==> src/rtl/seg_pattern_decoder.sv <==
// seg_pattern_decoder
//   Recovers hex digits from a multiplexed, active-low seven-segment bus. Each
//   synchronized {seg, an} sample must be stable for STABLE_CYCLES consecutive
//   cycles before it is decoded and captured into the per-digit registers.
//
// Ports
//   clk_i        system clock
//   rst_ni       asynchronous active-low reset
//   seg_n_i      segment bus, active-low, bit7=a .. bit1=g, bit0=dp
//   an_n_i       digit enables, active-low, bit i selects digit i
//   digit_val_o  last legal value per digit, digit i at [4i+3:4i]
//   digit_vld_o  digit i holds a legal decode
//   digit_dp_o   decimal point lit at the last legal capture of digit i
//   upd_valid_o  one-cycle strobe on a legal capture
//   upd_idx_o    digit index of the last legal capture
//   upd_val_o    decoded value of the last legal capture
//   err_pulse_o  one-cycle strobe on an illegal capture
//   err_count_o  saturating illegal-capture count
//
// Build option
//   SEG_PATTERN_DECODER_ERRCNT_EN: when defined, err_count_o counts illegal
//   captures (saturating at 255, cleared only by reset); otherwise tied to 0.

module seg_pattern_decoder #(
    parameter int unsigned NUM_DIGITS    = 4,
    parameter int unsigned STABLE_CYCLES = 4
) (
    input  logic                      clk_i,
    input  logic                      rst_ni,
    input  logic [7:0]                seg_n_i,
    input  logic [NUM_DIGITS-1:0]     an_n_i,
    output logic [4*NUM_DIGITS-1:0]   digit_val_o,
    output logic [NUM_DIGITS-1:0]     digit_vld_o,
    output logic [NUM_DIGITS-1:0]     digit_dp_o,
    output logic                      upd_valid_o,
    output logic [$clog2(NUM_DIGITS)-1:0] upd_idx_o,
    output logic [3:0]                upd_val_o,
    output logic                      err_pulse_o,
    output logic [7:0]                err_count_o
);

    localparam int unsigned IdxW = $clog2(NUM_DIGITS);
    localparam logic [7:0] CntMax = 8'(STABLE_CYCLES - 1);
    localparam logic [NUM_DIGITS-1:0] One = NUM_DIGITS'(1);

    typedef enum logic [1:0] {StIdle, StTrack, StHold} state_e;

    // Two-flop synchronizer; resets to "blank, no digit selected".
    logic [7:0]            seg_s1_q, seg_s2_q;
    logic [NUM_DIGITS-1:0] an_s1_q, an_s2_q;

    state_e                state_q, state_d;
    logic [7:0]            prev_seg_q, prev_seg_d;
    logic [NUM_DIGITS-1:0] prev_an_q, prev_an_d;
    logic [7:0]            cnt_q, cnt_d;

    logic [4*NUM_DIGITS-1:0] digit_val_q, digit_val_d;
    logic [NUM_DIGITS-1:0]   digit_vld_q, digit_vld_d;
    logic [NUM_DIGITS-1:0]   digit_dp_q, digit_dp_d;
    logic                    upd_valid_q, upd_valid_d;
    logic [IdxW-1:0]         upd_idx_q, upd_idx_d;
    logic [3:0]              upd_val_q, upd_val_d;
    logic                    err_pulse_q, err_pulse_d;

    logic [NUM_DIGITS-1:0] an_en;
    logic                  addressable;
    logic                  same;
    logic                  capture;
    logic [3:0]            dec_val;
    logic                  dec_legal;
    logic [IdxW-1:0]       cap_idx;

    // Exactly one enable low: non-zero and power of two.
    assign an_en       = ~an_s2_q;
    assign addressable = (an_en != '0) && ((an_en & (an_en - One)) == '0);
    assign same        = (seg_s2_q == prev_seg_q) && (an_s2_q == prev_an_q);

    always_comb begin
        state_d    = state_q;
        prev_seg_d = prev_seg_q;
        prev_an_d  = prev_an_q;
        cnt_d      = cnt_q;
        capture    = 1'b0;
        unique case (state_q)
            StIdle: begin
                cnt_d = '0;
                if (addressable) begin
                    state_d    = StTrack;
                    prev_seg_d = seg_s2_q;
                    prev_an_d  = an_s2_q;
                end
            end
            StTrack: begin
                if (!addressable) begin
                    state_d = StIdle;
                    cnt_d   = '0;
                end else if (!same) begin
                    prev_seg_d = seg_s2_q;
                    prev_an_d  = an_s2_q;
                    cnt_d      = '0;
                end else if (cnt_q == CntMax) begin
                    capture = 1'b1;
                    state_d = StHold;
                end else begin
                    cnt_d = cnt_q + 8'd1;
                end
            end
            StHold: begin
                if (!same) begin
                    cnt_d = '0;
                    if (addressable) begin
                        state_d    = StTrack;
                        prev_seg_d = seg_s2_q;
                        prev_an_d  = an_s2_q;
                    end else begin
                        state_d = StIdle;
                    end
                end
            end
            default: begin
                state_d = StIdle;
                cnt_d   = '0;
            end
        endcase
    end

    // Decode on segments a..g only; dp never affects legality.
    always_comb begin
        dec_val   = 4'h0;
        dec_legal = 1'b1;
        case (prev_seg_q[7:1])
            7'b0000001: dec_val = 4'h0;
            7'b1001111: dec_val = 4'h1;
            7'b0010010: dec_val = 4'h2;
            7'b0000110: dec_val = 4'h3;
            7'b1001100: dec_val = 4'h4;
            7'b0100100: dec_val = 4'h5;
            7'b0100000: dec_val = 4'h6;
            7'b0001111: dec_val = 4'h7;
            7'b0000000: dec_val = 4'h8;
            7'b0000100: dec_val = 4'h9;
            7'b0001000: dec_val = 4'hA;
            7'b1100000: dec_val = 4'hB;
            7'b0110001: dec_val = 4'hC;
            7'b1000010: dec_val = 4'hD;
            7'b0110000: dec_val = 4'hE;
            7'b0111000: dec_val = 4'hF;
            default:    dec_legal = 1'b0;
        endcase
    end

    always_comb begin
        cap_idx = '0;
        for (int unsigned i = 0; i < NUM_DIGITS; i++) begin
            if (!prev_an_q[i]) cap_idx = IdxW'(i);
        end
    end

    always_comb begin
        digit_val_d = digit_val_q;
        digit_vld_d = digit_vld_q;
        digit_dp_d  = digit_dp_q;
        upd_valid_d = 1'b0;
        upd_idx_d   = upd_idx_q;
        upd_val_d   = upd_val_q;
        err_pulse_d = 1'b0;
        if (capture) begin
            if (dec_legal) begin
                digit_val_d[{cap_idx, 2'b00} +: 4] = dec_val;
                digit_vld_d[cap_idx]               = 1'b1;
                digit_dp_d[cap_idx]                = ~prev_seg_q[0];
                upd_valid_d                        = 1'b1;
                upd_idx_d                          = cap_idx;
                upd_val_d                          = dec_val;
            end else begin
                digit_vld_d[cap_idx] = 1'b0;
                err_pulse_d          = 1'b1;
            end
        end
    end

    always_ff @(posedge clk_i or negedge rst_ni) begin
        if (!rst_ni) begin
            seg_s1_q    <= '1;
            seg_s2_q    <= '1;
            an_s1_q     <= '1;
            an_s2_q     <= '1;
            state_q     <= StIdle;
            prev_seg_q  <= '0;
            prev_an_q   <= '0;
            cnt_q       <= '0;
            digit_val_q <= '0;
            digit_vld_q <= '0;
            digit_dp_q  <= '0;
            upd_valid_q <= 1'b0;
            upd_idx_q   <= '0;
            upd_val_q   <= '0;
            err_pulse_q <= 1'b0;
        end else begin
            seg_s1_q    <= seg_n_i;
            seg_s2_q    <= seg_s1_q;
            an_s1_q     <= an_n_i;
            an_s2_q     <= an_s1_q;
            state_q     <= state_d;
            prev_seg_q  <= prev_seg_d;
            prev_an_q   <= prev_an_d;
            cnt_q       <= cnt_d;
            digit_val_q <= digit_val_d;
            digit_vld_q <= digit_vld_d;
            digit_dp_q  <= digit_dp_d;
            upd_valid_q <= upd_valid_d;
            upd_idx_q   <= upd_idx_d;
            upd_val_q   <= upd_val_d;
            err_pulse_q <= err_pulse_d;
        end
    end

`ifdef SEG_PATTERN_DECODER_ERRCNT_EN
    logic [7:0] err_cnt_q, err_cnt_d;

    always_comb begin
        err_cnt_d = err_cnt_q;
        if (err_pulse_d && (err_cnt_q != 8'hFF)) err_cnt_d = err_cnt_q + 8'd1;
    end

    always_ff @(posedge clk_i or negedge rst_ni) begin
        if (!rst_ni) err_cnt_q <= '0;
        else         err_cnt_q <= err_cnt_d;
    end

    assign err_count_o = err_cnt_q;
`else
    assign err_count_o = '0;
`endif

    assign digit_val_o = digit_val_q;
    assign digit_vld_o = digit_vld_q;
    assign digit_dp_o  = digit_dp_q;
    assign upd_valid_o = upd_valid_q;
    assign upd_idx_o   = upd_idx_q;
    assign upd_val_o   = upd_val_q;
    assign err_pulse_o = err_pulse_q;

endmodule
==> config.mk <==
export PLATFORM = sky130hd
export DESIGN_NAME = seg_pattern_decoder
export DESIGN_NICKNAME = d
export VERILOG_FILES = /design/src/rtl/seg_pattern_decoder.sv
export SDC_FILE = /design/constraint.sdc
export NUM_CORES = 1
export LEC_CHECK = 0
export ABC_CLOCK_PERIOD_IN_PS = 7400
export CAP_MARGIN = 10
export CORE_ASPECT_RATIO = 0.75
export CORE_MARGIN = 4
export CORE_UTILIZATION = 50
export DETAILED_ROUTE_END_ITERATION = 16
export PLACE_DENSITY = 0.85
export SETUP_SLACK_MARGIN = 0.15
export SYNTH_ARGS = -nofsm -noshare
export SYNTH_HDL_FRONTEND = slang
export SYNTH_SLANG_ARGS = --single-unit
export TNS_END_PERCENT = 1
==> constraint.sdc <==
create_clock -name clk_i -period 7.4 [get_ports clk_i]
set_clock_uncertainty 0.05 [all_clocks]
set_input_delay 1.48 -clock clk_i [delete_from_list [all_inputs] [get_ports clk_i]]
set_output_delay 1.48 -clock clk_i [all_outputs]
set_load 0.01 [all_outputs]
# Word level (Yosys, flattened, before mapping)
# Cells that the tools add are included.
# totals
ff_bits	78
latchBits	0
mem_bits_rw	0
romBits	0
in_bits	14
elab_cells	108
memories	0
# op_classes
addsub	3
mul	0
n_div	0
magnitude_cmp	2
n_eq_ne	27
shift	2
muxes	40
n_bitwise	6
reduce_logical	13
# ops
operator	count
$mux 8	8
$pmux 4 s15	1
$eq 7x6->1 const B	5
$eq 7x7->1 const B	4
$pmux 8 s3	1
$mux 4	5
$bwmux 16	1
$pmux 8 s2	1
$reduce_or 16->1	1
$shift 4x6->16 const A	1
$shiftx 4x6->16	1
$eq 7x3->1 const B	2
$eq 7x4->1 const B	2
$mux 2	7
$mux 1	12
$pmux 4 s3	1
$add 8x1->8 const B	1
$and 4x4->4	2
$eq 8x2->1 const B	1
$eq 8x8->1	1
$ne 2x2->1 const B	4
$not 4->4	2
$reduce_and 4->1	2
$eq 7x1->1 const B	1
22 further kinds	26

# Logic depth before layout (Yosys ltp)
# Gate-level depths: netlist of the first run.
# depth
ltp_word	10
depth_mapped	9
depth_no_buf	6

# Least setup slack after synthesis of the first run
# Ideal clock, no wire load.
# synth_timing
kind	register -> register
startpoint	register prev_seg_q[2]
endpoint	register digit_val_q[14], in the netlist digit_val_o[14]
setup_ns	0.125
t_arrival_ns	2.221
path_slack_ns	5.003
path_stages_with_launch	9
cell_sequence	dfrtp_1 buf_2 xor2_1 nor4_2 nand3_2 or2_4 or3_1 buf_2 mux2_4
# synth_between
elab_chain_cells	6
word_cells_on_any_way	27
classes_between	eq/ne: 16; shift: 1; mux: 6; reduce/logical: 4
# synth_rtl
item	line	source
start: declaration	53	logic [7:0] prev_seg_q, prev_seg_d;
start signal: assignment	205	prev_seg_q <= prev_seg_d;
parallel branches: the longest is 6 deep, another holds $shiftx 4x6->16	n/a	
end signal: assignment	208	digit_val_q <= digit_val_d;
end: declaration	57	logic [4*NUM_DIGITS-1:0] digit_val_q, digit_val_d;
# Several ways; the timed one is not identified.
# A chain may end at the register's enable or synchronous reset.

# Worst setup path in the final report of the first run
# layout_timing
startpoint	register prev_seg_q[1]
endpoint	register digit_val_q[2], in the netlist digit_val_o[2]
# Same word-level chain as after synthesis.

==> run metrics, run 1 <==
CP required=between 7000 and 8000 ps; LEAKAGE=roughly 1.8 nW; DP Cell Count=just over 400; worst hold path type=reg -> reg; Die Ht=about 80 um; RSZ-0062 raised after global routing=no; post-layout util=around three fifths; DRC Markers=0; layout cells sized above 1=approximately 17%; biggest area consumer among synthesized cells=dfrtp_1; CP Launch Type=flop; global-route wire length before repair=between 10 and 15 mm; # nets final=between 300 and 400; peak supply drop=between 0.1 and 0.15 mV; Via-to-Cell Ratio=approximately 5.6; antenna violations before repair=0; Cells after Synth=296; Ant. Diodes=0; dpl cell area=between 3000 and 4000 um^2; Critical Path Slowest Stage Cell=or4_1; CP peak stage delay=a little over 700 ps; Max-Slew Margin vs Limit=a little under two fifths; fin crit share=between 30% and 40%; Levels on crit path=6; worst-skew pair later-pin latency=350 ps; cells along the critical path=nor3_1 > a32oi_1 > o21ai_1 > nor3_2 > or4_1 > mux2_4; Finished Layout Cells=~430; post-synth top area share=between 30% and 40%; count of cell types in the netlist=53; Reg2Reg Depth=6; total congestion overflow=0; post-synthesis register bit count=between 70 and 80; vias in the first global route=around 2,400; num ports=54; Initial Util=slightly above 50%; largest cells by area after synthesis=dfrtp_1 (39%), dfstp_2 (18%), mux2_1 (4.2%); hold path startpoint=seg_s1_q[2]; Commonest cells post-synth=dfrtp_1 (54), dfstp_2 (24), o21ai_0 (20); outcome=finished clean; CP bufs+invs=0; TritonCTS clock tree=built; row cnt=26; Synthesis Warnings=0; CTS buffer count=9; via count=between 2,000 and 2,500; post-CTS setup buffer count=0; final WL=6.80 mm; die width=~100 um; GRT Util Overall=approximately 17%; clk sinks=between 70 and 80; Peak Freq=0.352 GHz; Post-synth EDFFs=0; top-count cell post-synth=dfrtp_1; global placer's final weighted congestion=between 0.8 and 0.9; CTS root buffer=clkbuf_8; register area share after synthesis=a little under three fifths; drt initial violations=~190; hold buffers post-CTS=0; synthesis-to-finish area growth=19.1%; post-cts resize count=0; end point of the critical path=digit_val_o[2]; R2R Setup Slk=4560 ps; Worst Tran Pin Value=946 ps; Routed Antenna Nets=0; Synth Area per Inst=~12 um^2; CP Capture Type=flop; Critical Path Fanout Max=14; worst r2r src=prev_seg_q[1]; max-slew violations=0; P per Cell Area=roughly 220 nW/um^2; port bufs=45; Clock Path Buffers=2; DP HPWL=4.83 mm; fin area=~4100 um^2; die footprint=between 8000 and 9000 um^2; CP delay by family, top=simple AND/OR/NAND/NOR gates; CTS H-Tree Depth=3; Fin. Hold Viols=0; Crit Reg-Reg Endpoint=digit_val_o[2]; largest net degree at the start of global routing=79; Final setup viols=0; max cap viols=0; Routed wire per std cell=~16 um; Clk pin slew, worst setup/hold paths=about 80 ps; Setup crit start=prev_seg_q[1]; drt first pass iters=4; critical path arrival=around 3000 ps; ys flop type=dfrtp_1; synthesized area=3480 um^2; CP Class=reg -> reg; Core ar.=between 6000 and 7000 um^2; FFs w/ async S/R, synth=between 90% and 100%; Tmin final=between 2000 and 3000 ps; final setup TNS=0 ps
-- registers in the layout, indices dropped and copies added (netlist names), named ones only --
| register | count |
|---|---|
| digit_val_o | 16 |
| seg_s1_q | 8 |
| seg_s2_q | 8 |
| cnt_q | 8 |
| prev_an_q | 4 |
| an_s2_q | 4 |
| err_pulse_o | 1 |
| upd_valid_o | 1 |
| digit_dp_o | 4 |
| upd_val_o | 4 |
| prev_seg_q | 8 |
| upd_idx_o | 2 |
| an_s1_q | 4 |
| state_q | 2 |
-- through the flow --
step / hold slack, ps / worst slack, ps / power, mW
CTS: 308 / 4560 / 0.941
finish: 308 / 4560 / 0.932
global route: 310 / 4340 / 0.981
floorplan: 295 / 5000 / 0.590
detailed placement: 297 / 4580 / 0.624
global placement: 295 / 4630 / 0.615
-- cells by family (layout without fill, tap and decap cells) --
group                    after synthesis  in the layout  share of synthesized area, %
flip-flops                            78             78                          57.0
adder cells (fa/ha/maj)                2              2                         0.647
XOR/XNOR                              17             17                          4.28
buffers and inverters                 36             77                          5.18
other                                  1              8                         0.108
AO/OA/AOI/OAI                         55             55                          9.96
AND/OR/NAND/NOR                       80             80                          13.9
multiplexers                          27             27                          8.95
-- power by group --
group	internal (mW)	switching [mW]
registers	0.452	0.0485
clock network	0.164	0.151
logic	0.0506	0.0655
-- worst min path at each step --
stage	to	slack (ps)	cells after the start
finish	seg_s2_q[2]	310	0
global route	seg_s2_q[4]	310	0
CTS	seg_s2_q[4]	310	0
detailed placement	seg_s2_q[4]	300	0
global placement	seg_s2_q[1]	300	0
floorplan	an_s2_q[0]	300	0
-- cells in the final DEF, fill, tap and decap left out, types with 2 or more instances in the layout --
master           synthesis  routed
a31oi_1                  3       3
nand4_1                  3       3
mux2_2                   4       4
or3_1                    4       4
dfstp_2                 24      24
nor2_1                  10      10
nor3_1                   8       8
mux2_1                  13      13
clkbuf_16                0       2
mux2i_1                  6       6
and3_1                   2       2
clkdlybuf4s50_1          0      44
nor4_2                   2       2
xor2_1                  15      15
dfrtp_1                 54      54
and4b_1                  3       3
nand2b_1                 3       3
mux2_4                   4       4
o22ai_1                  3       3
nor3_2                   3       3
o31ai_1                  3       3
inv_1                   15      15
and2_1                   3       3
nor2b_1                  2       2
clkbuf_1                 3       2
o21ai_1                  3       3
a21oi_1                  7       7
a22oi_1                  4       4
clkbuf_8                 0       9
o21ai_0                 20      20
o2bb2ai_1                4       4
nand3b_1                 2       2
xnor2_1                  2       2
a32oi_1                  2       2
nand3_1                  7       7
nor4_1                   5       5
nand2_1                 15      15
conb_1                   1       8
-- final cells by class --
class                      count  area [um^2]
fill                         554         2660
tap                           84          105
sequential                    78         1980
inverter                      15         56.3
clock buffer                  13          181
clock inverter                 3         22.5
multi-input combinational    189         1340
timing repair buffer          46          453
-- routing by layer --
layer / vias to the layer above / GRT usage, % / routed length (um)
met1: 1178 / 22.8 / 3070
li1: 1128 / - / -
met4: 0 / 7.04 / 101
met5: - / 0 / 0
met3: 10 / 5.38 / 550
met2: 94 / 26.5 / 3080
Power figures use the tool's default switching activity.
==> run 2: changes to the inputs <==
--- a/config.mk
+++ b/config.mk
@@ -5,11 +5,11 @@
 export SDC_FILE = /design/constraint.sdc
 export NUM_CORES = 1
 export LEC_CHECK = 0
-export ABC_CLOCK_PERIOD_IN_PS = 7400
+export ABC_CLOCK_PERIOD_IN_PS = 2300
 export CAP_MARGIN = 10
 export CORE_ASPECT_RATIO = 0.75
 export CORE_MARGIN = 4
-export CORE_UTILIZATION = 50
+export CORE_UTILIZATION = 48
 export DETAILED_ROUTE_END_ITERATION = 16
 export PLACE_DENSITY = 0.85
 export SETUP_SLACK_MARGIN = 0.15
==> constraint.sdc (replaced) <==
create_clock -name clk_i -period 2.3 [get_ports clk_i]
set_clock_uncertainty 0.05 [all_clocks]
set_input_delay 0.46 -clock clk_i [delete_from_list [all_inputs] [get_ports clk_i]]
set_output_delay 0.46 -clock clk_i [all_outputs]
set_load 0.01 [all_outputs]
==> run metrics, run 2 (synthesized netlist as in run 1, its figures left out) <==
synthesis-to-finish area growth=35.1%; CP Capture Type=flop; commonest non-fill, non-tap cell in the layout=dfrtp_1; CTS root buffer=clkbuf_8; global placer's final weighted congestion=0.834 (-1.6%); Clock Path Buffers=2 (unchanged); peak supply drop=0.496 mV (+300%); Max-Slew Margin vs Limit=60.5% (+24 points); worst-skew pair later-pin latency=360 ps (about the same); worst hold path type=in -> async; PnR worst setup slack=-52.7 ps (-4610 ps); die footprint=8690 um^2 (+3.8%); critical path arrival=2540 ps (-490 ps); Critical Path Fanout Max=5 (-9); Routed Antenna Nets=0 (unchanged); global-route wire length before repair=13.4 mm (+18%); Final setup viols=11 (+11); row cnt=26 (unchanged); Die Ht=81.7 um (+1.9%); # nets final=411 (+16%); LEAKAGE=2.08 nW (+18%); drt first pass iters=4 (unchanged); max cap viols=0 (unchanged); Worst Tran Pin Value=593 ps (-353 ps); Tmin final=2350 ps (-491 ps); total congestion overflow=0 (unchanged); Via-to-Cell Ratio=5.33 (-5.4%); via count=2,658 (+10%); Ant. Diodes=0 (unchanged); max reg flops=16 (unchanged); Clk pin slew, worst setup/hold paths=90 ps (about the same); post-layout util=67.8% (+6.9 points); CP Launch Type=flop; R2R Setup Slk=-50 ps (-4610 ps); largest net degree at the start of global routing=44 (-44%); outcome=finished with violations; DRC Markers=0 (unchanged); Core ar.=6930 um^2 (+1.9%); P per Cell Area=688 nW/um^2 (+210%); final WL=7.91 mm (+16%); Finished Layout Cells=499 (+17%); CP Class=reg -> reg; Routed wire per std cell=15.9 um (-0.19%); fin crit share=102% (+64 points); port bufs=45 (unchanged); die width=106 um (+1.9%); DP HPWL=5.88 mm (+22%); CTS H-Tree Depth=3 (unchanged); Initial Util=50.2% (-0.96 points); RSZ-0062 raised after global routing=yes; Fin. Hold Viols=0 (unchanged); max-slew violations=0 (unchanged); Reg2Reg Depth=7 (+1); CTS buffer count=9 (unchanged); most frequent cells in the layout=dfrtp_1 (53), buf_4 (48), clkdlybuf4s50_1 (44), dfstp_2 (24), o21ai_0 (19); antenna violations before repair=0 (unchanged); GRT Util Overall=20.0% (+2.7 points); drt initial violations=171 (-9.0%); DP Cell Count=478 (+16%); clk sinks=78 (unchanged); layout cells sized above 1=32.7% (+16 points); TritonCTS clock tree=built; num ports=54 (unchanged); Peak Freq=0.425 GHz (+21%); vias in the first global route=2,711 (+15%); failing checks=negative setup slack; worst r2r src=an_s2_q[2]; Crit Reg-Reg Endpoint=digit_val_o[6]; CP required=2490 ps (-5090 ps)
[run 2: cell type report]
type	instances	area (um^2)
fillers	528	2230
inverters	15	56.3
clock buffers	9	124
repair buffers	103	936
clock inverters	7	63.8
multi-input cells	189	1410
flip-flops and latches	78	1980
well taps	98	123
[run 2: how the worst max path moves through the flow]
stage / start / endpoint / slack (ps) / cells past startpoint
floorplan: prev_seg_q[7] / digit_val_o[14] / -80 / 8
global placement: prev_seg_q[6] / digit_val_o[3] / -100 / 6
detailed placement: an_s2_q[2] / cnt_q[7] / -150 / 8
CTS: prev_seg_q[2] / digit_val_o[6] / -20 / 8
global route: an_s2_q[1] / digit_val_o[14] / -160 / 6
finish: an_s2_q[2] / digit_val_o[6] / -50 / 7
[run 2: power breakdown]
| part | switching (mW) | internal, mW | leakage [nW] | total (mW) |
|---|---|---|---|---|
| Clock | 0.542 | 0.418 | 0.0971 | 0.959 |
| Combinational | 0.390 | 0.365 | 1.01 | 0.755 |
| Sequential | 0.0619 | 1.46 | 0.974 | 1.52 |
| Total | 0.994 | 2.24 | 2.08 | 3.23 |
[run 2: through the flow]
stage	hold slack [ps]	power, mW	TNS (ps)	setup slack, ps	instance area (um^2)
after floorplan	114	1.91	-483	-81.0	3540
after global placement	296	2.22	-863	-99.8	4380
after detailed placement	297	2.23	-1660	-151	4380
after CTS	50.5	3.25	-70.8	-20.4	4680
after global routing	60.1	3.40	-2610	-163	4700
final	50.3	3.23	-313	-52.7	4700
[run 2: metal layers]
layer	wire length [um]	up-vias	global-route usage, %
met5	0	-	0
met4	146	0	7.63
met3	467	15	5.34
met2	3830	91	33.9
met1	3470	1307	24.8
li1	-	1245	-
[run 2: worst max-delay path: stages (launching register included)]
cell and delay [ps]:
dfstp_2 570, xor2_1 100, nor4_2 310, nand3_2 170, buf_6 160, nor3_4 200
nor3b_4 340, mux2_4 340
[run 2: timing repair]
item / 4_1_cts / 5_1_grt
endpoints found under the setup margin: 44 / 50
hold buffers: 0 / 0
resized for setup: 22 / 2
setup buffers: 3 / 2
hold endpoints to repair: 0 / 0
pin swaps: 14 / 3
